==> config.mk <==
export PLATFORM = sky130hd
export DESIGN_NAME = random_access_memory_flat
export DESIGN_NICKNAME = d
export VERILOG_FILES = /design/src/rtl/ram_pkg.sv /design/src/rtl/random_access_memory_if.sv /design/src/rtl/random_access_memory_program_loader.sv /design/src/rtl/random_access_memory.sv /design/src/flat_wrapper.sv
export SDC_FILE = /design/constraint.sdc
export NUM_CORES = 1
export LEC_CHECK = 0
export CAP_MARGIN = 20
export CELL_PAD_IN_SITES_DETAIL_PLACEMENT = 2
export CELL_PAD_IN_SITES_GLOBAL_PLACEMENT = 2
export CORE_ASPECT_RATIO = 0.7
export CORE_UTILIZATION = 39
export DETAILED_ROUTE_END_ITERATION = 8
export PLACE_DENSITY_LB_ADDON = 0.1
export SYNTH_ARGS = -nofsm -noshare
export SYNTH_HDL_FRONTEND = slang
export SYNTH_SLANG_ARGS = --single-unit
==> constraint.sdc <==
create_clock -name i_clock -period 1.9 [get_ports i_clock]
set_input_delay 0.38 -clock i_clock [delete_from_list [all_inputs] [get_ports i_clock]]
set_output_delay 0.38 -clock i_clock [all_outputs]
set_load 0.005 [all_outputs]
==> src/rtl/ram_pkg.sv <==
// Shared types and defaults for the 16x8 program/data memory and its loader.
package ram_pkg;

    typedef enum logic [1:0] {
        ST_RUN  = 2'd0,
        ST_LOAD = 2'd1,
        ST_DONE = 2'd2
    } loader_state_e;

    localparam int DEFAULT_ADDRESS_WIDTH = 4;
    localparam int DEFAULT_DATA_WIDTH    = 8;

endpackage

==> src/rtl/random_access_memory_if.sv <==
// Bus-side and loader-side signals of the memory; the memory is the slave.
interface random_access_memory_if
    import ram_pkg::*;
#(
    parameter int ADDRESS_WIDTH = DEFAULT_ADDRESS_WIDTH,
    parameter int DATA_WIDTH    = DEFAULT_DATA_WIDTH
);
    logic [ADDRESS_WIDTH-1:0] i_address;
    logic                     i_output_enable;
    logic                     i_write_enable;
    logic [DATA_WIDTH-1:0]    i_data;
    logic [DATA_WIDTH-1:0]    o_data;
    logic                     o_drive;
    logic                     i_program_mode;
    logic [DATA_WIDTH-1:0]    i_load_data;
    logic                     i_load_valid;
    logic                     o_load_ready;
    logic [ADDRESS_WIDTH-1:0] o_load_address;
    logic                     o_load_done;

    modport slave (
        input  i_address, i_output_enable, i_write_enable, i_data,
        input  i_program_mode, i_load_data, i_load_valid,
        output o_data, o_drive, o_load_ready, o_load_address, o_load_done
    );

    modport master (
        output i_address, i_output_enable, i_write_enable, i_data,
        output i_program_mode, i_load_data, i_load_valid,
        input  o_data, o_drive, o_load_ready, o_load_address, o_load_done
    );
endinterface

==> src/rtl/random_access_memory_program_loader.sv <==
// RUN/LOAD/DONE sequencer that streams bytes into consecutive words.
// Status flags are registered; only the write strobe depends on i_load_valid.
module program_loader
    import ram_pkg::*;
#(
    parameter int ADDRESS_WIDTH = DEFAULT_ADDRESS_WIDTH
) (
    input  logic                     i_clock,
    input  logic                     i_reset,
    input  logic                     i_program_mode,
    input  logic                     i_load_valid,
    output logic                     o_wr_en,
    output logic [ADDRESS_WIDTH-1:0] o_wr_addr,
    output logic                     o_load_ready,
    output logic                     o_load_done,
    output logic                     o_run_active
);

    loader_state_e            state_q;
    logic [ADDRESS_WIDTH-1:0] ptr_q;
    logic                     ready_q;
    logic                     done_q;
    logic                     run_q;

    always_ff @(posedge i_clock or posedge i_reset) begin
        if (i_reset) begin
            state_q <= ST_RUN;
            ptr_q   <= '0;
            ready_q <= 1'b0;
            done_q  <= 1'b0;
            run_q   <= 1'b1;
        end else begin
            case (state_q)
                ST_RUN: begin
                    if (i_program_mode) begin
                        state_q <= ST_LOAD;
                        ptr_q   <= '0;
                        ready_q <= 1'b1;
                        run_q   <= 1'b0;
                    end
                end
                ST_LOAD: begin
                    // Dropping the mode takes priority over a pending byte.
                    if (!i_program_mode) begin
                        state_q <= ST_RUN;
                        ready_q <= 1'b0;
                        run_q   <= 1'b1;
                    end else if (i_load_valid) begin
                        ptr_q <= ptr_q + 1'b1;
                        if (ptr_q == {ADDRESS_WIDTH{1'b1}}) begin
                            state_q <= ST_DONE;
                            ready_q <= 1'b0;
                            done_q  <= 1'b1;
                        end
                    end
                end
                ST_DONE: begin
                    if (!i_program_mode) begin
                        state_q <= ST_RUN;
                        done_q  <= 1'b0;
                        run_q   <= 1'b1;
                    end
                end
                default: begin
                    state_q <= ST_RUN;
                    ready_q <= 1'b0;
                    done_q  <= 1'b0;
                    run_q   <= 1'b1;
                end
            endcase
        end
    end

    assign o_wr_en      = ready_q & i_load_valid & i_program_mode & ~i_reset;
    assign o_wr_addr    = ptr_q;
    assign o_load_ready = ready_q;
    assign o_load_done  = done_q;
    assign o_run_active = run_q;

endmodule

==> src/rtl/random_access_memory.sv <==
// 2**ADDRESS_WIDTH x DATA_WIDTH memory: combinational bus read, edge write,
// with a sequential program loader that masks the bus while loading.
module random_access_memory
    import ram_pkg::*;
#(
    parameter int ADDRESS_WIDTH = DEFAULT_ADDRESS_WIDTH,
    parameter int DATA_WIDTH    = DEFAULT_DATA_WIDTH
) (
    input  logic                  i_clock,
    input  logic                  i_reset,
    random_access_memory_if.slave bus
);

    localparam int DEPTH = 2 ** ADDRESS_WIDTH;

    // Powers up zero; deliberately untouched by reset.
    logic [DATA_WIDTH-1:0] mem_q [DEPTH] = '{default: '0};

    logic                     ld_wr_en;
    logic [ADDRESS_WIDTH-1:0] ld_wr_addr;
    logic                     ld_ready;
    logic                     ld_done;
    logic                     run_active;
    logic                     run_wr_en;

    program_loader #(
        .ADDRESS_WIDTH(ADDRESS_WIDTH)
    ) u_loader (
        .i_clock        (i_clock),
        .i_reset        (i_reset),
        .i_program_mode (bus.i_program_mode),
        .i_load_valid   (bus.i_load_valid),
        .o_wr_en        (ld_wr_en),
        .o_wr_addr      (ld_wr_addr),
        .o_load_ready   (ld_ready),
        .o_load_done    (ld_done),
        .o_run_active   (run_active)
    );

    assign run_wr_en = run_active & bus.i_write_enable & ~i_reset;

    always_ff @(posedge i_clock) begin
        if (ld_wr_en) begin
            mem_q[ld_wr_addr] <= bus.i_load_data;
        end else if (run_wr_en) begin
            mem_q[bus.i_address] <= bus.i_data;
        end
    end

    assign bus.o_drive        = run_active & bus.i_output_enable;
    assign bus.o_data         = bus.o_drive ? mem_q[bus.i_address] : '0;
    assign bus.o_load_ready   = ld_ready;
    assign bus.o_load_done    = ld_done;
    assign bus.o_load_address = ld_wr_addr;

endmodule

==> src/flat_wrapper.sv <==
// flat-port wrapper written by rule: the top's interface ports become plain ports
module random_access_memory_flat import ram_pkg::*;
#(
    parameter int ADDRESS_WIDTH = DEFAULT_ADDRESS_WIDTH,
    parameter int DATA_WIDTH    = DEFAULT_DATA_WIDTH
)
  (i_clock, i_reset, bus_i_address, bus_i_output_enable, bus_i_write_enable, bus_i_data, bus_i_program_mode, bus_i_load_data, bus_i_load_valid, bus_o_data, bus_o_drive, bus_o_load_ready, bus_o_load_address, bus_o_load_done);
  random_access_memory_if #(.ADDRESS_WIDTH(ADDRESS_WIDTH), .DATA_WIDTH(DATA_WIDTH)) bus_i ();
  input  logic i_clock;
  input  logic i_reset;
  input wire logic [$bits(bus_i.i_address)-1:0] bus_i_address;
  input wire logic [$bits(bus_i.i_output_enable)-1:0] bus_i_output_enable;
  input wire logic [$bits(bus_i.i_write_enable)-1:0] bus_i_write_enable;
  input wire logic [$bits(bus_i.i_data)-1:0] bus_i_data;
  input wire logic [$bits(bus_i.i_program_mode)-1:0] bus_i_program_mode;
  input wire logic [$bits(bus_i.i_load_data)-1:0] bus_i_load_data;
  input wire logic [$bits(bus_i.i_load_valid)-1:0] bus_i_load_valid;
  output wire logic [$bits(bus_i.o_data)-1:0] bus_o_data;
  output wire logic [$bits(bus_i.o_drive)-1:0] bus_o_drive;
  output wire logic [$bits(bus_i.o_load_ready)-1:0] bus_o_load_ready;
  output wire logic [$bits(bus_i.o_load_address)-1:0] bus_o_load_address;
  output wire logic [$bits(bus_i.o_load_done)-1:0] bus_o_load_done;
  assign bus_i.i_address = bus_i_address;
  assign bus_i.i_output_enable = bus_i_output_enable;
  assign bus_i.i_write_enable = bus_i_write_enable;
  assign bus_i.i_data = bus_i_data;
  assign bus_i.i_program_mode = bus_i_program_mode;
  assign bus_i.i_load_data = bus_i_load_data;
  assign bus_i.i_load_valid = bus_i_load_valid;
  assign bus_o_data = bus_i.o_data;
  assign bus_o_drive = bus_i.o_drive;
  assign bus_o_load_ready = bus_i.o_load_ready;
  assign bus_o_load_address = bus_i.o_load_address;
  assign bus_o_load_done = bus_i.o_load_done;
  random_access_memory #(.ADDRESS_WIDTH(ADDRESS_WIDTH), .DATA_WIDTH(DATA_WIDTH)) u_core (.i_clock(i_clock), .i_reset(i_reset), .bus(bus_i));
endmodule
Yosys cells after proc, flatten, opt, wreduce, memory -nomap -nowiden
Memory sizes are Yosys's and may differ from the RTL's.
Cells that the tools add are included.
Widths: inputs -> output; s select.
{ "word_totals": {"in_bits": 26, "elab_cells": 68, "mem_bits_rw": 128, "output_inout_bits": 15, "n_memories": 1, "ff_bits": 9} }
{ "memory_table": {"columns": ["memory", "words", "word_bits", "rd", "rd_ports_with_merged_regs", "write_ports", "line_no", "text"], "rows": [
  ["u_core.mem_q", 16, 8, 1, 0, 1, "random_access_memory.sv:17", "logic [DATA_WIDTH-1:0] mem_q [DEPTH] = '{default: '0};"]
]} }
{ "classes": {"muxes": 32, "bitwise": 9, "n_eq_ne": 11, "n_reduce_logical": 9, "add_sub_neg": 1} }
{ "op_table": {"columns": ["operator", "count"], "rows": [
  ["$mux 1", 16],
  ["$mux 4", 4],
  ["$mux 8", 2],
  ["$ne 2x2->1 const B", 6],
  ["$reduce_and 4->1", 3],
  ["$mux 2", 5],
  ["$pmux 4 s2", 1],
  ["$reduce_or 8->1", 1],
  ["$and 1x1->1", 6],
  ["$ne 3x3->1 const B", 2],
  ["$pmux 1 s3", 2],
  ["$pmux 2 s3", 1],
  ["$reduce_and 5->1", 1],
  ["$add 4x1->4 const B", 1],
  ["$eq 4x4->1 const B", 1],
  ["$not 1->1", 3],
  ["$eq 2x1->1 const B", 1],
  ["$eq 2x2->1 const B", 1],
  ["$logic_not 2->1", 1],
  ["$pmux 1 s2", 1],
  ["$reduce_and 2->1", 1],
  ["$reduce_bool 2->1", 1],
  ["$reduce_or 2->1", 1]
]} }

Depth between registers and ports, before layout
Gate-level depths: netlist of the first run.
{ "logic_depth": {"word_depth": 7, "depth_mapped": 7, "mapped_depth_nobuf": 6} }

By module
A second synthesis of the first run with hierarchy kept.
{ "hier_totals": {"cells_unflattened": 366, "hier_area_um2": 5911.9} }
{ "by_module_without_submodules": {"columns": ["mod", "n_inst", "cells_each", "area_each_um2", "seq_area_each_um2"], "rows": [
  ["random_access_memory", 1, 308, 5331.4, 3843.7],
  ["program_loader", 1, 58, 580.6, 226.5]
]} }

Worst setup path after synthesis of the first run
No wires, ideal clock.
{ "synth_timing": {"path_type": "reg-to-reg", "from": "register u_core.u_loader.run_q, in the netlist u_core.u_loader.o_run_active", "to": "memory u_core.mem_q[0][0] in the netlist's numbering, enable pin", "synth_period_minus_slack_ps": 1942, "arrival_ps": 1571, "required_time_ps": 1530, "stages_incl_launch_ff": 6, "setup_time_ps": 370, "n_path_buf": 1, "path_slack_ps": -42, "path_cell_list": "dfstp_2 nand3b_1 nor2_2 buf_6 a31oi_1 nor2_1"} }
{ "synth_via": {"elab_chain_len": 7, "elab_cells_between_ends": 8, "cone_classes": "mux (5); bitwise (2); reduce/logical (1)"} }
{ "synth_rtl": {"columns": ["element", "line_no", "text"], "rows": [
  ["start: declaration", "random_access_memory_program_loader.sv:23", "logic run_q;"],
  ["start signal: assignment", "random_access_memory_program_loader.sv:31", "run_q <= 1'b1;"],
  ["start signal: assignment", "random_access_memory_program_loader.sv:39", "run_q <= 1'b0;"],
  ["start signal: assignment", "random_access_memory_program_loader.sv:47", "run_q <= 1'b1;"],
  ["$and 1x1->1 * (2 in series)", "random_access_memory.sv:40", "assign run_wr_en = run_active & bus.i_write_enable & ~i_reset;"],
  ["$mux 1 *", "random_access_memory.sv:45", "end else if (run_wr_en) begin"],
  ["$mux 1 *", "random_access_memory.sv:43", "if (ld_wr_en) begin"],
  ["$mux 1 (not written as such) *", "random_access_memory.sv:46", "mem_q[bus.i_address] <= bus.i_data;"],
  ["$reduce_or 8->1 (no source line)", null, null],
  ["$mux 4 (no source line) / $mux 1 (equally long branches)", null, null],
  ["end: declaration", "random_access_memory.sv:17", null]
]} }
Every way passes the cells marked *; elsewhere a longest branch is shown, timed or not.

Final worst setup path of the first run
{ "layout_timing": {"from": "memory u_core.mem_q[13][5] in the netlist's numbering", "to": "output port bus_o_data[5]"} }
{ "layout_via": {"elab_chain_len": 2} }
{ "layout_rtl": {"columns": ["element", "line_no", "text"], "rows": [
  ["$mem_v2 16x8", null, null],
  ["$mux 8", "random_access_memory.sv:51", "assign bus.o_data = bus.o_drive ? mem_q[bus.i_address] : '0;"],
  ["end: declaration", "flat_wrapper.sv:18", "output wire logic [$bits(bus_i.o_data)-1:0] bus_o_data;"]
]} }
Every way passes these cells.

==> summary.md, run 1 <==
| Metric | Value |
|---|---|
| Status | `finished with violations` |
| Failing checks | `setup timing` |
| Die area | `15700 um2` |
| Post-Syn Area | `5940 um2` |
| Mean post-synth cell area | `16.7 um2` |
| Crit share post-route | `121%` |
| Routed Antenna Nets | `0` |
| Fin crit period | `2.29 ns` |
| Max Clk Rate | `436 MHz` |
| Largest net degree at the start of global routing | `17` |
| Power Density | `1140 nW/um2` |
| HPWL after DPL | `12400 um` |
| First-pass GRT wire length | `31900 um` |
| CTS Buffer Depth | `2` |
| Ys Warns | `0` |
| Critical path class | `reg2out` |
| Die X-Extent | `149 um` |
| Iteration-0 DRC Markers | `395` |
| Post-synthesis sequential area ratio | `68.6%` |
| Worst-Skew Late Latency | `0.43 ns` |
| Post-route setup slack | `-0.394 ns` |
| Pleak | `2.99 nW` |
| Syn-to-layout area delta | `43.2%` |
| Synth Instances | `356` |
| Placed insts | `630` |
| Router iterations before antenna repair | `5` |
| Die Ht | `105 um` |
| Core Box Area | `14800 um2` |
| Net Count, Synth | `387` |
| Routability cong. | `0.725` |
| Layout cell share with drive strength beyond 1 | `45.6%` |
| Htree depth | `4` |
| CTS tree | `built` |
| Worst rel slew slack | `57.6%` |
| # setup viols final | `270` |
| Worst ir drop on vdd | `0.708 mV` |
| Seq cells post-synth | `137` |
| Final Skew | `0.0144 ns` |
| CTS buffer count | `17` |
| Vias in the first global route | `4408` |
| Non-filler instance count after layout | `699` |
| Initial antenna violation count | `0` |
| Primary FF master, synth | `edfxtp_1` |
| Drt wl/cell | `35.5 um` |
| Ys async rst share | `6.57%` |
| Total global routing track utilization | `30.2%` |
| Top cells by area, synth | `edfxtp_1 65%, mux4_2 5.7%, mux2i_1 3.9%` |
| Final hold violation count | `0` |
| Worst Path Max Fanout | `2` |
| Final core occ | `57.6%` |
| Arr. time, crit path | `1.91 ns` |
| CP Launch Point | `u_core.mem_q[13][5]$_DFFE_PP_` |
| Vias per inst | `6.07` |
| Critical Path RT | `1.52 ns` |
| DRC violations left | `0` |
| EDFF count, synth | `128` |
| Measured slew at the worst slew-check pin | `0.636 ns` |
| Top-count cell post-synth | `edfxtp_1` |
| Cell taking the most area after synthesis | `edfxtp_1` |
| Slew Viols, Final | `0` |
| Commonest cells in the synthesized netlist | `128 x edfxtp_1, 23 x mux2i_1, 19 x nand2_1, 19 x nor2_1, 15 x mux4_2` |
| Clock root cell | `clkbuf_16` |
| Starting Density | `40.2%` |
| Max-cap violations | `0` |
| Worst r2r src | `u_core.u_loader.o_run_active$_DFFE_PP1P_` |
| Final wirelength | `24800 um` |
| Post-synth top area share | `64.7%` |
| Startpoint types | `register` |
| Remaining Overflow, GRT | `0` |
| Unrepaired setup endpoints after global routing | `yes` |
| CTS clk-pin slew, worst paths | `0.07 ns` |
| Hold Path Class | `in2async` |
| Worst hold margin | `0.554 ns` |
| Final #Nets | `522` |
| Clk sinks | `137` |
| Count of input and output buffers | `40` |
| Io pins | `41` |
| Number of core rows | `37` |
| Yosys cell types | `47` |
| N_diodes | `0` |
| CP Capture Type | `primary output` |
| Via count | `4240` |
## metal layers
metal	vias up	wire length [um]	track usage (%)
li1	1721	-	-
met5	-	0	0
met1	2287	10800	42.9
met3	42	1680	7.27
met4	0	790	8.60
met2	190	11500	46.3
## critical path, cell delays in order, from the launching register on
cell and delay [ns]:
edfxtp_1 0.42, mux2i_1 0.30, buf_4 0.18, a22oi_2 0.09, a211oi_4 0.29, a21oi_2 0.07, buf_2 0.13
## layout make-up
class / count / area, um2
Clock inverter: 15 / 163
Clock buffer: 17 / 425
Tap cell: 195 / 244
Sequential cell: 137 / 4070
Multi-Input combinational cell: 196 / 2190
Fill cell: 1262 / 6260
Inverter: 8 / 31.3
Timing Repair Buffer: 131 / 1380
## registers in the layout (all words and copies together), names as in the netlist
signal	cells
u_core.mem_q	128
u_core.u_loader.o_load_ready	1
u_core.u_loader.o_run_active	1
u_core.u_loader.o_wr_addr	4
u_core.u_loader.state_q	2
u_core.u_loader.o_load_done	1
## final timing paths
check	to	slack, ns	depth (start not counted)
max in group asynchronous	u_core.u_loader.o_run_active$_DFFE_PP1P_	0.98	3
worst max register to register	u_core.mem_q[12][3]$_DFFE_PP_	-0.38	7
worst min register to register	u_core.u_loader.state_q[1]$_DFFE_PP0P_	0.59	1
min in group i_clock	u_core.u_loader.state_q[1]$_DFFE_PP0P_	0.59	1
worst min-delay path	u_core.u_loader.o_load_done$_DFFE_PP0P_	0.55	3
worst max-delay path	bus_o_data[5]	-0.39	6
## cells by family after synthesis
group                      Yosys count  share of synthesized area [%]
muxes                               54                           14.4
and+or+nand+nor                     69                           5.54
AOI/OAI and AO/OA                   62                           7.33
adders and majority gates            5                           1.05
DFF                                137                           68.6
buffers and inverters               29                           3.14
## cell usage in the layout, fill, tap and decap left out, types with 3 or more instances in the layout
cell type and count:
a211oi_1 3, a21oi_2 5, a22o_1 4, a22oi_1 11, a22oi_2 4, a31oi_4 4
buf_12 11, buf_2 8, buf_4 45, buf_6 27, buf_8 7, clkbuf_16 17
clkdlybuf4s50_1 27, clkinv_4 3, dfrtp_1 8, edfxtp_1 128, ha_1 5, inv_1 7
inv_6 6, mux2_4 14, mux2i_1 22, mux4_2 20, nand2_1 17, nand3_1 7
nand3_2 4, nor2_2 4, nor2_4 15, o211ai_1 7, o21ai_0 7, o21ai_4 3
## through the flow
step / power, mW / setup TNS [ns] / worst slack, ns / area (um2)
CTS: 9.11 / -63.04 / -0.357 / 8120
global placement: 5.25 / -132.43 / -1.06 / 6910
detailed placement: 5.35 / -170.40 / -1.12 / 6910
finish: 9.70 / -74.90 / -0.394 / 8500
floorplan: 4.53 / -4.19 / -0.0416 / 5940
global route: 9.90 / -84.35 / -0.469 / 8500
## timing repair
item | CTS | global route
setup endpoints to repair | 268 | 271
hold buffers | 0 | 0
pin swaps | 21 | 26
endpoints found under the hold margin | 0 | 0
gates resized for setup | 153 | 49
setup buffers | 11 | 23
gates cloned | 10 | 0
## power breakdown
group	internal [mW]	leakage [nW]	switching (mW)
clock	1.96	0.283	1.51
combinational	1.11	1.44	1.39
sequential	3.56	1.27	0.182
total	6.62	2.99	3.08
No activity file was read; power rests on OpenSTA's default activity.
==> run 2: changes to the inputs <==
ABC_CLOCK_PERIOD_IN_PS = 2400   (was not set)
CAP_MARGIN = not set   (was 20)
CORE_UTILIZATION = 44   (was 39)
clock period = 2.4 ns   (was 1.9 ns; I/O delays follow)
==> run 2 against run 1 <==
Effect of this change: the run still ends with setup timing left; critical path type unchanged; highest routed layer is now met5; worst hold slack worse by 0.093 ns; sequential share of layout area up 4.3 points; non-clock buffer count down 19; final cell count down 7.7%.
==> summary.md, run 2 (synthesis results as in run 1) <==
| Metric | Value |
|---|---|
| Status | `finished with violations` |
| Failing checks | `setup timing` |
| Setup TNS | `-2.36 ns` |
| Final core occ | `59.4%` |
| Fin crit period | `2.48 ns` |
| Dpl ws | `-0.748 ns` |
| Arr. time, crit path | `2.00 ns` |
| Die Ht | `99.2 um` |
| Max Clk Rate | `403 MHz` |
| Io pins | `41` |
| Max stage delay on crit path | `0.62 ns` |
| Unrepaired setup endpoints after global routing | `yes` |
| Via count | `4042` |
| CTS tree | `built` |
| Worst ir drop on vdd | `0.498 mV` |
| Cells along the critical path | `buf_6 > and3_4 > buf_12 > o211ai_1 > a21oi_2 > buf_2` |
| Final Skew | `0.0195 ns` |
| CTS Buffer Depth | `2` |
| # setup viols final | `84` |
| Measured slew at the worst slew-check pin | `0.570 ns` |
| Most common cell after layout, fill and taps aside | `edfxtp_1` |
| Most frequent cells in the layout | `128 x edfxtp_1, 53 x buf_4, 26 x clkdlybuf4s50_1` |
| Slew Viols, Final | `0` |
| Final hold violation count | `0` |
| Worst rel slew slack | `61.7%` |
| Worst hold margin | `0.462 ns` |
| Iteration-0 DRC Markers | `397` |
| CP Buf/Inv Count | `3` |
| Vias in the first global route | `4292` |
| Crit share post-route | `103%` |
| Max-cap violations | `0` |
| Worst Path Max Fanout | `8` |
| Placed insts | `592` |
| Router iterations before antenna repair | `5` |
| Final wirelength | `22100 um` |
| Vias per inst | `6.27` |
| Power Density | `922 nW/um2` |
| Hold Path Class | `in2async` |
| Clock root cell | `clkbuf_16` |
| Htree depth | `4` |
| Core Box Area | `13100 um2` |
| Die X-Extent | `141 um` |
| Remaining Overflow, GRT | `0` |
| DRC violations left | `0` |
| N_diodes | `0` |
| Final Cell Area | `7810 um2` |
| Drt wl/cell | `34.3 um` |
| Routed Antenna Nets | `0` |
| Routability cong. | `0.812` |
| Number of core rows | `35` |
| Critical Path RT | `1.92 ns` |
| Max FFs per register | `128` |
| HPWL after DPL | `12700 um` |
| Die area | `14000 um2` |
| Pleak | `2.78 nW` |
| Initial antenna violation count | `1` |
| Post-route setup slack | `-0.0839 ns` |
| Largest net degree at the start of global routing | `17` |
| Clk sinks | `137` |
| Biggest register | `u_core.mem_q` |
| Final #Nets | `497` |
| Startpoint types | `register` |
| Starting Density | `45.2%` |
| Critical path class | `reg2out` |
| Pwr Total | `7.20 mW` |
| Worst-Skew Late Latency | `0.44 ns` |
| Count of input and output buffers | `40` |
| Total global routing track utilization | `33.1%` |
| Layout cell share with drive strength beyond 1 | `38.2%` |
| Non-filler instance count after layout | `645` |
| CP Capture Type | `primary output` |
| DP Area | `6830 um2` |
| CP max-delay cell | `dfstp_2` |
| Syn-to-layout area delta | `31.5%` |
| First-pass GRT wire length | `31300 um` |
| CP delay by family, top | `flip-flops` |
| CTS clk-pin slew, worst paths | `0.07 ns` |
| CTS buffer count | `17` |
## run 2: cell types whose count changed in the layout (fill, tap and decap cells not counted), moves of 5 or more
cell     delta
nor2_4     -14
buf_6      -17
mux2_4     -14
a22oi_1     -5
a22oi_2     +5
buf_4       +8
buf_12      -5
mux2_2      +8
buf_8       -6
nor2_1     +11
## run 2: layout make-up
class	count	area, um2
fill	1134	5330
inverter	8	30.0
timing repair buffer	112	1050
sequential	137	4070
clock inverter	14	173
tap	166	208
clock buffer	18	429
multi-input combinational	190	1850
## run 2: worst paths after layout
path	from	to	slack (ns)	cells past startpoint
min	i_reset	u_core.u_loader.o_wr_addr[0]$_DFFE_PP0P_	0.46	2
min reg2reg	u_core.u_loader.o_load_done$_DFFE_PP0P_	u_core.u_loader.o_load_done$_DFFE_PP0P_	0.56	1
min in group i_clock	u_core.u_loader.o_load_done$_DFFE_PP0P_	u_core.u_loader.o_load_done$_DFFE_PP0P_	0.56	1
max	u_core.u_loader.o_run_active$_DFFE_PP1P_	bus_o_data[5]	-0.08	6
max in group asynchronous	i_reset	u_core.u_loader.o_run_active$_DFFE_PP1P_	1.60	2
max reg2reg	u_core.u_loader.o_run_active$_DFFE_PP1P_	u_core.mem_q[8][7]$_DFFE_PP_	-0.07	7
## run 2: metal layers
| metal | global-route usage [%] | part of all wire [%] | vias up |
|---|---|---|---|
| met3 | 6.36 | 6.5 | 45 |
| met2 | 52.1 | 48 | 203 |
| li1 | - | - | 1656 |
| met4 | 15.6 | 3.1 | 2 |
| met5 | 0 | 0.059 | - |
| met1 | 45.0 | 42 | 2136 |
## run 2: timing repair
action	in CTS	in global routing
setup buffers	17	3
pin swaps	12	12
gates cloned	2	0
endpoints found under the setup margin	29	109
hold endpoints to repair	0	0
gates resized for setup	79	30
hold buffers	0	0
## run 2: power by group
part | internal (mW) | switching, mW | leakage, nW
logic | 0.629 | 0.823 | 1.22
clock network | 1.65 | 1.13 | 0.288
registers | 2.82 | 0.153 | 1.27
total | 5.09 | 2.11 | 2.78
==> run 3: changes to the inputs <==
CORE_MARGIN = 3   (was not set)
==> run 3 against run 2 <==
Effect of this change: the flow still finishes with violations (setup timing); critical path depth increased by 2; setup slack better by 0.055 ns; sequential share of layout area shrank 0.54 points; wire length increased by 0.20%; combinational power about the same; clock power fell by 7.9%; via count fell by 0.67%; worst hold slack better by 0.053 ns; cell area is 1.0% higher; total power decreased by 2.5%; first-iteration DRC count rose by 9.8%; critical path type is now in2out; critical endpoint is now bus_o_data[7]; highest routed layer is now met4.
==> summary.md, run 3 (synthesis results as in run 1) <==
| Metric | Value |
|---|---|
| Hold Path Class | `reg2reg` |
| Vias per inst | `6.06` |
| Unrepaired setup endpoints after global routing | `yes` |
| CTS clk-pin slew, worst paths | `0.06 ns` |
| Final #Nets | `499` |
| Remaining Overflow, GRT | `0` |
| P_int | `4.81 mW` |
| Sw Share | `31.5%` |
| CP Capture Type | `primary output` |
| Pleak | `2.78 nW` |
| First-pass GRT wire length | `31500 um` |
| Max FFs per register | `128` |
| Via count | `4015` |
| Arr. time, crit path | `1.95 ns` |
| Worst Path Max Fanout | `6` |
| Fill cells | `1060` |
| Iteration-0 DRC Markers | `436` |
| Die Ht | `103 um` |
| Router iterations before antenna repair | `5` |
| HPWL after DPL | `13600 um` |
| Final hold violation count | `0` |
| Dpl ws | `-0.741 ns` |
| Initial antenna violation count | `0` |
| Die X-Extent | `145 um` |
| Total global routing track utilization | `31.4%` |
| Htree depth | `4` |
| CTS tree | `built` |
| DP Area | `6940 um2` |
| DRC violations left | `0` |
| Count of input and output buffers | `40` |
| Final wirelength | `22200 um` |
| Flop pwr share | `42.4%` |
| Starting Density | `46.4%` |
| Slew Viols, Final | `0` |
| Fin crit period | `2.43 ns` |
| Syn-to-layout area delta | `32.9%` |
| Final Cell Area | `7890 um2` |
| Drt wl/cell | `33.5 um` |
| Clk sinks | `137` |
| Worst ir drop on vdd | `0.468 mV` |
| Max-cap violations | `0` |
| Crit share post-route | `101%` |
| CTS buffer count | `17` |
| Core Box Area | `12800 um2` |
| Biggest register | `u_core.mem_q` |
| Clock Power Share | `36.5%` |
| Largest net degree at the start of global routing | `17` |
| Worst-Skew Late Latency | `0.43 ns` |
| Die area | `14900 um2` |
| # setup viols final | `21` |
| Startpoint types | `input port` |
| Critical Path RT | `1.92 ns` |
| Sw Pwr | `2.21 mW` |
| Vias in the first global route | `4408` |
| Power Density | `889 nW/um2` |
| Failing checks | `setup timing` |
| Final Skew | `0.0118 ns` |
| Number of core rows | `34` |
| Clock root cell | `clkbuf_16` |
| Layout cell share with drive strength beyond 1 | `40.7%` |
| Non-filler instance count after layout | `662` |
| Worst rel slew slack | `56.7%` |
| Max Clk Rate | `412 MHz` |
| Routability cong. | `0.779` |
| Most common cell after layout, fill and taps aside | `edfxtp_1` |
| Status | `finished with violations` |
| Placed insts | `615` |
| Most frequent cells in the layout | `128 x edfxtp_1, 48 x buf_4, 27 x clkdlybuf4s50_1` |
| Post-route setup slack | `-0.0294 ns` |
| Measured slew at the worst slew-check pin | `0.645 ns` |
| Routed Antenna Nets | `0` |
| CTS Hold Buffers Added | `0` |
| Critical path class | `in2out` |
| Io pins | `41` |
| Comb pwr share | `21.1%` |
| CTS Buffer Depth | `2` |
-- run 3: cell types whose count changed in the layout (fill, tap and decap cells not counted), sizes merged, moves of 2 or more --
| cell | change |
|---|---|
| inv | +5 |
| bufinv | -3 |
| clkinv | -3 |
| buf | +2 |
| clkdlybuf4s15 | +2 |
| clkinvlp | +2 |
| dlygate4sd2 | -2 |
-- run 3: cell type report --
| class | count | area (um2) | share of cell area, % |
|---|---|---|---|
| inverters | 8 | 30.0 | 0.381 |
| clock inverters | 15 | 131 | 1.66 |
| flip-flops and latches | 137 | 4070 | 51.6 |
| diodes | 1 | 2.50 | 0.0317 |
| well taps | 180 | 225 | 2.85 |
| clock buffers | 17 | 425 | 5.39 |
| repair buffers | 114 | 1120 | 14.3 |
| multi-input cells | 190 | 1880 | 23.8 |
-- run 3: per-layer routing --
metal,global-route usage [%],routed length (um)
met5,0,0
met4,8.39,339
met2,51.9,11000
met1,42.1,9380
met3,7.81,1480
-- run 3: critical path: stages --
cell	delay, ns
buf_6	0.13
buf_12	0.15
buf_12	0.13
buf_12	0.10
mux4_2	0.57
nand3_1	0.15
o211ai_1	0.09
buf_2	0.13
-- run 3: final timing paths --
kind / startpoint / to / slack [ns] / cells after the start
max: bus_i_address[0] / bus_o_data[7] / -0.03 / 8
min: u_core.u_loader.o_load_done$_DFFE_PP0P_ / u_core.u_loader.o_load_done$_DFFE_PP0P_ / 0.51 / 1
max reg2reg: u_core.u_loader.o_run_active$_DFFE_PP1P_ / u_core.mem_q[9][7]$_DFFE_PP_ / -0.02 / 6
min reg2reg: u_core.u_loader.o_load_done$_DFFE_PP0P_ / u_core.u_loader.o_load_done$_DFFE_PP0P_ / 0.51 / 1
max in group asynchronous: i_reset / u_core.u_loader.o_run_active$_DFFE_PP1P_ / 1.53 / 3
min in group asynchronous: i_reset / u_core.u_loader.o_load_ready$_DFFE_PP0P_ / 0.53 / 3
-- run 3: what timing repair did --
item | 4_1_cts | 5_1_grt
setup buffers | 6 | 7
pin swaps | 9 | 15
gates cloned | 2 | 0
gates resized for setup | 75 | 48
setup endpoints to repair | 80 | 135
-- run 3: power groups by stage --
stage	clock, mW	combinational (mW)	sequential [mW]
2_1_floorplan	0	0.672	2.92
3_3_place_gp	0	1.18	2.98
3_5_place_dp	0	1.29	3.01
4_1_cts	2.53	1.37	2.96
5_1_grt	2.67	1.57	2.98
6_report	2.56	1.48	2.97
-- run 3: stage by stage --
stage	TNS (ns)	hold slack, ns	utilization (%)	total power [mW]
5_1_grt	-0.486	0.547	61.6	7.22
4_1_cts	-0.272	0.511	60.2	6.86
3_5_place_dp	-50.49	0.495	54.2	4.30
6_report	-0.241	0.515	61.6	7.02
2_1_floorplan	0	0.307	-	3.59
3_3_place_gp	-19.94	0.494	54.2	4.16
